`config.mk`:
```
export PLATFORM = sky130hd
export DESIGN_NAME = word_line_adapter
export DESIGN_NICKNAME = d
export VERILOG_FILES = /design/src/rtl/word_line_adapter.sv
export SDC_FILE = /design/constraint.sdc
export NUM_CORES = 1
export LEC_CHECK = 0
export BUFFER_PORTS_ARGS = -buffer_cell sky130_fd_sc_hd__buf_2
export CAP_MARGIN = 40
export CORE_AREA = 2 2 191 381
export CTS_CLUSTER_DIAMETER = 40
export DETAILED_ROUTE_END_ITERATION = 8
export DIE_AREA = 0 0 193 383
export PLACE_DENSITY_LB_ADDON = 0.2
export SLEW_MARGIN = 25
export SYNTH_ARGS = -nofsm -noshare
export SYNTH_HDL_FRONTEND = slang
export SYNTH_SLANG_ARGS = --single-unit
```
`constraint.sdc`:
```
create_clock -name iCLK -period 2.9 [get_ports iCLK]
set_input_delay 0.145 -clock iCLK [delete_from_list [all_inputs] [get_ports iCLK]]
set_output_delay 0.145 -clock iCLK [all_outputs]
set_load 0.03 [all_outputs]
```
`src/rtl/word_line_adapter.sv`:
```
// word_line_adapter: turns single byte/half/word CPU loads and stores into
// whole-line (128-bit) read and read-merge-write transactions on a line
// memory port. Stores are always read-modify-write so untouched bytes of the
// line are preserved. Misaligned or illegal sizes finish without touching
// memory. A cycle counter bounds time spent waiting in RD and WR.
module word_line_adapter #(
    parameter int ADDR_W    = 26,
    parameter int DATA_W    = 128,
    parameter int LINE_BASE = 1,
    parameter int TIMEOUT   = 1023
) (
    input  logic              iCLK,
    input  logic              iRST_n,
    input  logic              cpu_req,
    input  logic              cpu_we,
    input  logic [31:0]       cpu_addr,
    input  logic [1:0]        cpu_size,
    input  logic              cpu_unsigned,
    input  logic [31:0]       cpu_wdata,
    output logic [31:0]       cpu_rdata,
    output logic              cpu_busy,
    output logic              cpu_done,
    output logic              cpu_err,
    output logic [ADDR_W-1:0] mem_addr,
    output logic              mem_read,
    output logic              mem_write,
    output logic [DATA_W-1:0] mem_wdata,
    input  logic [DATA_W-1:0] mem_rdata,
    input  logic              mem_rvalid,
    input  logic              mem_wait
);

    localparam int CNT_W = (TIMEOUT < 2) ? 1 : $clog2(TIMEOUT + 1);

    typedef enum logic [2:0] {
        S_IDLE  = 3'd0,
        S_RD    = 3'd1,
        S_MERGE = 3'd2,
        S_WR    = 3'd3,
        S_DONE  = 3'd4
    } state_t;

    state_t              r_state;
    logic                r_we;
    logic [3:0]          r_off;
    logic [1:0]          r_size;
    logic                r_uns;
    logic [31:0]         r_wdata;
    logic [DATA_W-1:0]   r_line;
    logic [CNT_W-1:0]    r_cnt;
    logic [31:0]         r_rdata;
    logic                r_busy;
    logic                r_done;
    logic                r_err;
    logic [ADDR_W-1:0]   r_mem_addr;
    logic                r_mem_read;
    logic                r_mem_write;
    logic [DATA_W-1:0]   r_mem_wdata;

    logic [ADDR_W-1:0]   w_mem_addr_nxt;
    logic                w_acc_err;
    logic [CNT_W-1:0]    w_cnt_inc;
    logic                w_timeout;
    logic [DATA_W-1:0]   w_merged;
    logic [31:0]         w_load_val;
    logic                w_unused_addr_hi;

    // Size 11 is illegal; halves need an even address, words a 4-byte aligned one.
    function automatic logic f_illegal(input logic [1:0] size, input logic [1:0] a);
        logic bad;
        case (size)
            2'b00:   bad = 1'b0;
            2'b01:   bad = a[0];
            2'b10:   bad = (a != 2'b00);
            default: bad = 1'b1;
        endcase
        return bad;
    endfunction

    // Pull 1/2/4 bytes starting at byte 'off' of a little-endian line and extend.
    function automatic logic [31:0] f_extract(input logic [DATA_W-1:0] line,
                                              input logic [3:0] off,
                                              input logic [1:0] size,
                                              input logic uns);
        logic [DATA_W-1:0] sh;
        logic [31:0]       raw;
        logic [31:0]       res;
        sh  = line >> {off, 3'b000};
        raw = sh[31:0];
        case (size)
            2'b00:   res = uns ? {24'd0, raw[7:0]}  : {{24{raw[7]}}, raw[7:0]};
            2'b01:   res = uns ? {16'd0, raw[15:0]} : {{16{raw[15]}}, raw[15:0]};
            default: res = raw;
        endcase
        return res;
    endfunction

    // Overwrite 1/2/4 bytes of the line at byte 'off' with the low store bytes.
    function automatic logic [DATA_W-1:0] f_merge(input logic [DATA_W-1:0] line,
                                                  input logic [3:0] off,
                                                  input logic [1:0] size,
                                                  input logic [31:0] wd);
        logic [DATA_W-1:0] mask;
        logic [DATA_W-1:0] data;
        mask = '0;
        data = '0;
        case (size)
            2'b00: begin
                mask[7:0] = 8'hFF;
                data[7:0] = wd[7:0];
            end
            2'b01: begin
                mask[15:0] = 16'hFFFF;
                data[15:0] = wd[15:0];
            end
            default: begin
                mask[31:0] = 32'hFFFF_FFFF;
                data[31:0] = wd;
            end
        endcase
        mask = mask << {off, 3'b000};
        data = data << {off, 3'b000};
        return (line & ~mask) | data;
    endfunction

    // Line address wraps modulo 2^ADDR_W after adding the base offset.
    assign w_mem_addr_nxt   = ADDR_W'(cpu_addr[29:4]) + ADDR_W'(LINE_BASE);
    assign w_acc_err        = f_illegal(cpu_size, cpu_addr[1:0]);
    assign w_cnt_inc        = r_cnt + 1'b1;
    assign w_timeout        = (w_cnt_inc == CNT_W'(TIMEOUT));
    assign w_merged         = f_merge(r_line, r_off, r_size, r_wdata);
    assign w_load_val       = f_extract(mem_rdata, r_off, r_size, r_uns);
    // Top two address bits lie outside the line-address range.
    assign w_unused_addr_hi = ^cpu_addr[31:30];

    assign cpu_rdata = r_rdata;
    assign cpu_busy  = r_busy;
    assign cpu_done  = r_done;
    assign cpu_err   = r_err;
    assign mem_addr  = r_mem_addr;
    assign mem_read  = r_mem_read;
    assign mem_write = r_mem_write;
    assign mem_wdata = r_mem_wdata;

    // Access sequencer: every output is a register updated with the state.
    always_ff @(posedge iCLK or negedge iRST_n) begin
        if (!iRST_n) begin
            r_state     <= S_IDLE;
            r_we        <= 1'b0;
            r_off       <= '0;
            r_size      <= '0;
            r_uns       <= 1'b0;
            r_wdata     <= '0;
            r_line      <= '0;
            r_cnt       <= '0;
            r_rdata     <= '0;
            r_busy      <= 1'b0;
            r_done      <= 1'b0;
            r_err       <= 1'b0;
            r_mem_addr  <= '0;
            r_mem_read  <= 1'b0;
            r_mem_write <= 1'b0;
            r_mem_wdata <= '0;
        end else begin
            case (r_state)
                S_IDLE: begin
                    if (cpu_req) begin
                        r_we    <= cpu_we;
                        r_off   <= cpu_addr[3:0];
                        r_size  <= cpu_size;
                        r_uns   <= cpu_unsigned;
                        r_wdata <= cpu_wdata;
                        r_busy  <= 1'b1;
                        if (w_acc_err) begin
                            r_state <= S_DONE;
                            r_done  <= 1'b1;
                            r_err   <= 1'b1;
                        end else begin
                            r_state    <= S_RD;
                            r_mem_read <= 1'b1;
                            r_mem_addr <= w_mem_addr_nxt;
                            r_cnt      <= '0;
                        end
                    end
                end
                S_RD: begin
                    // A returning line wins over a timeout in the same cycle.
                    if (mem_rvalid) begin
                        r_line     <= mem_rdata;
                        r_mem_read <= 1'b0;
                        if (r_we) begin
                            r_state <= S_MERGE;
                        end else begin
                            r_state <= S_DONE;
                            r_done  <= 1'b1;
                            r_rdata <= w_load_val;
                        end
                    end else if (w_timeout) begin
                        r_mem_read <= 1'b0;
                        r_state    <= S_DONE;
                        r_done     <= 1'b1;
                        r_err      <= 1'b1;
                    end else begin
                        r_cnt <= w_cnt_inc;
                    end
                end
                S_MERGE: begin
                    r_line      <= w_merged;
                    r_mem_wdata <= w_merged;
                    r_mem_write <= 1'b1;
                    r_cnt       <= '0;
                    r_state     <= S_WR;
                end
                S_WR: begin
                    if (!mem_wait) begin
                        r_mem_write <= 1'b0;
                        r_state     <= S_DONE;
                        r_done      <= 1'b1;
                    end else if (w_timeout) begin
                        r_mem_write <= 1'b0;
                        r_state     <= S_DONE;
                        r_done      <= 1'b1;
                        r_err       <= 1'b1;
                    end else begin
                        r_cnt <= w_cnt_inc;
                    end
                end
                S_DONE: begin
                    r_done  <= 1'b0;
                    r_err   <= 1'b0;
                    r_rdata <= '0;
                    r_busy  <= 1'b0;
                    r_state <= S_IDLE;
                end
                default: begin
                    r_state <= S_IDLE;
                end
            endcase
        end
    end

endmodule
```
==> qor.csv, run 1 <==
metric,value,unit
p_seq_share,27.0,%
crit_fanout,28,
syn-num-nets,2434,
status,completed,
clock_skew,0.0362,ns
grt_use_total,25.8,%
grt_use_met1,36.2,%
drt_pass1_iterations,6,
crit_path_end_kind,flip-flop,
drc,0,
synthArstFlopShare,100,%
nets,3045,
netlist_area,21200,sq um
peakVddDrop,0.666,mV
tightest_slew,0.916,ns
timing.fmax,365,MHz
r2r-end,r_line[125]$_DFFE_PN0P_,
clk-insertion-delay-late,0.63,ns
required,3.41,ns
grt_max_degree,120,
p_clk_share,17.4,%
hpwl,73900,um
ys_seq_area_share,44.0,%
path_clk_slew,0.06,ns
critical_path_arrival,3.25,ns
cts_tree,done,
drt_iter0_drc,2137,
swShare,48.6,%
synth_edf_count,0,
yosysWarningCount,0,
period_share,94.4,%
drive_gt1_share,27.1,%
grt_overflow,0,
postRouteWirelength,97100,um
fin_util,40.0,%
port_buffers,389,
avgViaCountPerCell,5.56,
place.gp.congestion,0.930,
initial_utilization,29.7,%
grtUsageMet3,4.20,%
first_global_vias,20400,
routedWlPerCell,25.5,um
ff2ff_setup_slack,0.16,ns
fp.dieH,383,um
path_class,flip-flop to flip-flop,
grt_busiest_layer,met2,
maxCapViolations,0,
vias,21200,
final.setup.tns,0,ns
hp-class,input pin to flip-flop,
fin_crit,2.74,ns
hold_path_depth,3,
cts.sinks,372,
final_cell_mix,"391 x buf_2, 368 x dfrtp_1, 287 x nand2_1",
p_sw,17100,uW
maxSlewHeadroom,38.6,%
syn_to_final_growth,34.8,%
whs_endpoint,r_line[84]$_DFFE_PN0P_,
antenna_found_initial,14,
grt_pass1_wl,140000,um
cts_root_buf,clkbuf_16,
io_pins,392,
cts-htree-levels,2,
ys_ff_latch,372,
cts_buffer_depth,3,
worstReg2RegStart,r_off[0]$_DFFE_PN0P_,
power_leakage,0.0126,uW
reg2regPathDepth,7,
drtAntennaViolNets,0,
grt_use_met2,40.0,%
finalHoldViolations,0,
num_rows,139,
comb_power_share,55.6,%
synth_ff_type,dfrtp_1,
hold_start,mem_rdata[84],
cts_made_buffers,49,
yosysUniqueCellTypes,70,
syn_inst,2230,
powerDensity,1240,nW/um^2
setup_viol,0,
core-area,71300,sq um
die_w,193,um
final_common_cell,buf_2,
slew_viol_final,0,
grt_setup_unrepaired,no,
internal_power,18100,uW
syn_area_per_cell,9.49,sq um
dieArea,73900,sq um
critPathLaunchType,flip-flop,
==> cell type report <==
| class | count | area [sq um] |
|---|---|---|
| Timing Repair Buffer | 731 | 5240 |
| Inverter | 33 | 124 |
| Clock inverter | 34 | 312 |
| Fill cell | 7236 | 42800 |
| Antenna cell | 7 | 17.5 |
| Multi-Input combinational cell | 1654 | 11100 |
| Sequential cell | 372 | 9320 |
| Tap cell | 916 | 1150 |
| Clock buffer | 57 | 1300 |
==> timing repair <==
item / 4_1_cts / 5_1_grt
hold endpoints to repair: 258 / 0
setup buffers: 0 / 0
setup endpoints to repair: 0 / 0
hold buffers: 200 / 0
gates resized for setup: 0 / 0
==> worst max-delay path, stage by stage (launching register included) <==
cell and delay (ns):
dfrtp_4 0.65, buf_4 0.28, o21ai_0 0.66, mux2i_1 0.31, buf_4 0.27, nor3_1 0.19, a21oi_1 0.06, o21ai_0 0.16
==> cells in the mapped netlist, drive strengths merged, types with 5 or more instances <==
| cell type | number | area, sq um |
|---|---|---|
| o211ai | 13 | 108 |
| xnor2 | 10 | 87.6 |
| and2 | 5 | 31.3 |
| a21oi | 207 | 1040 |
| clkbuf | 120 | 450 |
| nand3 | 25 | 135 |
| o21ai | 259 | 1300 |
| a22oi | 30 | 225 |
| o22ai | 10 | 62.6 |
| nor3 | 46 | 235 |
| buf | 51 | 254 |
| dfrtp | 372 | 9310 |
| nand2 | 288 | 1080 |
| o2bb2ai | 5 | 43.8 |
| mux4 | 78 | 1760 |
| xor2 | 17 | 149 |
| nand4 | 7 | 50.1 |
| and3 | 14 | 87.6 |
| a221oi | 18 | 158 |
| a221o | 56 | 561 |
| inv | 30 | 113 |
| o21a | 44 | 338 |
| nor2b | 26 | 163 |
| o221ai | 13 | 114 |
| nor2 | 221 | 830 |
| nor4 | 5 | 37.5 |
| mux2i | 77 | 771 |
| nand2b | 10 | 62.6 |
| a22o | 37 | 325 |
| a211oi | 18 | 135 |
| a31oi | 10 | 62.6 |
| o31ai | 5 | 37.5 |
| a2bb2oi | 8 | 70.1 |
| a21o | 6 | 45.0 |
| mux2 | 56 | 634 |
==> cell families (layout without fill, tap and decap cells) <==
family | after synthesis | count (layout) | synth area share, %
buffers and inverters | 204 | 855 | 3.91
adder cells (fa/ha/maj) | 3 | 3 | 0.177
flip-flops | 372 | 372 | 44.0
multiplexers | 211 | 211 | 14.9
other | 0 | 7 | 0
AO/OA/AOI/OAI | 754 | 754 | 22.6
AND/OR/NAND/NOR | 659 | 659 | 13.3
XOR/XNOR | 27 | 27 | 1.12
==> per-layer routing <==
metal,share of wire [%],routed length (um)
met3,8.1,7910
met1,43,41600
met2,45,43800
met4,3.9,3770
met5,0.035,34
==> how the worst max path moves through the flow <==
stage                               start                       to  slack [ns]
floorplan            r_cnt[1]$_DFFE_PN0P_     r_cnt[1]$_DFFE_PN0P_        0.48
global placement     r_off[0]$_DFFE_PN0P_   r_line[60]$_DFFE_PN0P_        0.20
detailed placement   r_off[0]$_DFFE_PN0P_   r_line[93]$_DFFE_PN0P_        0.23
CTS                  r_off[0]$_DFFE_PN0P_  r_line[125]$_DFFE_PN0P_        0.19
global route        r_size[0]$_DFFE_PN0P_  r_line[103]$_DFFE_PN0P_        0.12
finish               r_off[0]$_DFFE_PN0P_  r_line[125]$_DFFE_PN0P_        0.16
==> power groups by stage <==
stage | clock network, uW | registers (uW) | logic, uW
after floorplan | 0 | 11300 | 9770
after detailed placement | 0 | 9550 | 19200
after CTS | 6260 | 9490 | 19500
final | 6140 | 9530 | 19600
after global placement | 0 | 9510 | 19100
after global routing | 6430 | 9800 | 20900
==> sequential cells by signal, indices dropped and copies added (netlist names) <==
signal,flops
mem_wdata,128
r_line,128
cpu_rdata,32
cpu_err,1
mem_addr,26
r_state,3
r_off,4
r_cnt,10
cpu_done,1
r_size,2
mem_write,1
r_we,1
r_uns,1
mem_read,1
cpu_busy,1
r_wdata,32
==> per-stage QoR <==
stage	worst slack, ns	instances	total power [uW]	cell area, sq um	hold slack (ns)
2_1_floorplan	0.475	2230	21100	21200	-0.151
3_3_place_gp	0.199	3502	28600	24900	0.249
3_5_place_dp	0.229	3506	28700	24900	0.248
4_1_cts	0.190	3797	35200	28500	0.00400
5_1_grt	0.115	3803	37200	28500	0.0377
6_report	0.162	3804	35300	28500	0.0392
No activity file was read; power rests on OpenSTA's default activity.
==> run 2, diff against run 1 <==
- CELL_PAD_IN_SITES_DETAIL_PLACEMENT: default -> 1
- CELL_PAD_IN_SITES_GLOBAL_PLACEMENT: default -> 1
==> run 2 against run 1 <==
  * Final area is 0.76% higher
  * Global-route usage increased by 2.3 points
  * Power up 2.3%
  * Sequential power is 1% higher
  * Register-to-register slack got worse by 0.02 ns
  * Sequential share of layout area down 0.25 points
  * Setup slack worse by 0.015 ns
  * Clock power rose by 7.2%
  * Utilization rose by 0.30 points
  * Clock skew increased by 0.010 ns
  * Largest power group unchanged
==> qor.csv, run 2 (synthesis gave the netlist of run 1 again) <==
metric,value,unit
final.setup.tns,0,ns
slew_viol_final,0,
cts_setup_buffers,0,
cts_made_buffers,51,
num-fill-cells,8230,
maxSlewHeadroom,43.3,%
final_cell_mix,"394 x buf_2, 368 x dfrtp_1, 286 x nand2_1",
port_buffers,389,
hold_path_depth,3,
die_w,193,um
core-area,71300,sq um
postRouteWirelength,105000,um
hpwl,78500,um
power_leakage,0.0127,uW
grt_pass1_wl,152000,um
crit_family,compound AO/OA/AOI/OAI gates,
vias,21300,
nets,3051,
grt_use_total,28.2,%
period_share,94.9,%
tightest_slew,0.846,ns
cts_buffer_depth,3,
status,completed,
first_global_vias,22000,
finalHoldViolations,0,
syn_to_final_growth,35.8,%
drt_pass1_iterations,5,
crit_slowest_cell,dfrtp_1,
required,3.36,ns
cts.sinks,372,
critPathLaunchType,flip-flop,
slowest_delay,0.77,ns
fp.dieH,383,um
seq_area,9320,sq um
routedWlPerCell,27.5,um
crit_fanout,15,
hp-class,input pin to flip-flop,
top_layer_used,met5,
io_pins,392,
path_clk_slew,0.07,ns
crit_path_end_kind,flip-flop,
cts-htree-levels,2,
num_rows,139,
dieArea,73900,sq um
antenna_found_initial,8,
setup_viol,0,
clk-insertion-delay-late,0.64,ns
drive_gt1_share,27.3,%
grt_overflow,0,
worst_hold_slack,0.0179,ns
wl_met2,48200,um
drc,0,
clock_skew,0.0466,ns
cts_resized,0,
grt_max_degree,73,
place.gp.congestion,0.947,
dr_wl_met3,6890,um
wl_met1,43700,um
powerDensity,1250,nW/um^2
drt_iter0_drc,1555,
initial_utilization,29.7,%
path_class,flip-flop to flip-flop,
fin_crit,2.75,ns
crit_chain,"a21oi_1, o21bai_1, nand2_1, a221oi_1, nor2_1",
grt_setup_unrepaired,no,
drtAntennaViolNets,0,
avgViaCountPerCell,5.59,
reg2regPathDepth,5,
cts_tree,done,
cp_num_cells,5,
peakVddDrop,0.666,mV
maxCapViolations,0,
path_buf_inv,0,
cts_root_buf,clkbuf_16,
multi_input_area,11100,sq um
timing.fmax,363,MHz
critical_path_arrival,3.21,ns
final_common_cell,buf_2,
run 2: cell types whose count changed in the layout (fill, tap and decap cells not counted), sizes merged:
cell and change:
clkinv -1, buf +2, clkbuf +5, bufinv +2, clkdlybuf4s18 +1, clkinvlp -1, inv -1, diode -3
run 2: timing repair:
action / 4_1_cts / 5_1_grt
endpoints found under the hold margin: 310 / 0
endpoints found under the setup margin: 0 / 0
hold buffers: 200 / 0
run 2: area by class of cell:
cell class / count / area share [%]
repair buffers: 735 / 18.5
diodes: 4 / 0.0348
multi-input cells: 1654 / 38.5
inverters: 33 / 0.431
clock inverters: 33 / 1.33
flip-flops and latches: 372 / 32.4
well taps: 916 / 3.99
clock buffers: 61 / 4.78
run 2: path summary, 6_finish.rpt:
check,startpoint,end,slack (ns)
max,r_size[1]$_DFFE_PN0P_,mem_wdata[23]$_DFFE_PN0P_,0.15
min,mem_rdata[52],r_line[52]$_DFFE_PN0P_,0.02
max reg2reg,r_size[1]$_DFFE_PN0P_,mem_wdata[23]$_DFFE_PN0P_,0.15
min reg2reg,mem_wdata[25]$_DFFE_PN0P_,mem_wdata[25]$_DFFE_PN0P_,0.47
max in group asynchronous,iRST_n,mem_wdata[76]$_DFFE_PN0P_,1.77
min in group asynchronous,iRST_n,mem_wdata[67]$_DFFE_PN0P_,0.08
run 2: worst min-delay path, stage by stage:
cell     delay [ns]
buf_2          0.18
a21oi_1        0.14
o21ai_0        0.15
run 2: power breakdown:
part / switching [uW] / internal (uW) / total (uW) / leakage (uW)
Combinational: 12700 / 7150 / 19800 / 0.00729
Sequential: 2030 / 7640 / 9670 / 0.00455
Clock: 2820 / 3760 / 6580 / 0.000857
run 2: per-layer routing:
layer	vias to the layer above	track usage, %
li1	9421	-
met1	10800	36.9
met2	879	44.7
met3	188	4.76
met4	6	13.7
met5	-	0
run 2: through the flow:
| step | cell area, sq um | total power, uW | worst slack (ns) | std cells | util (%) |
|---|---|---|---|---|---|
| floorplan | 21200 | 21100 | 0.475 | 2230 | - |
| global placement | 24900 | 28800 | 0.208 | 3502 | 35.0 |
| detailed placement | 25000 | 29200 | 0.211 | 3508 | 35.0 |
| CTS | 28700 | 36100 | 0.196 | 3802 | 40.3 |
| global route | 28700 | 38100 | 0.0367 | 3808 | 40.3 |
| finish | 28700 | 36100 | 0.147 | 3808 | 40.3 |
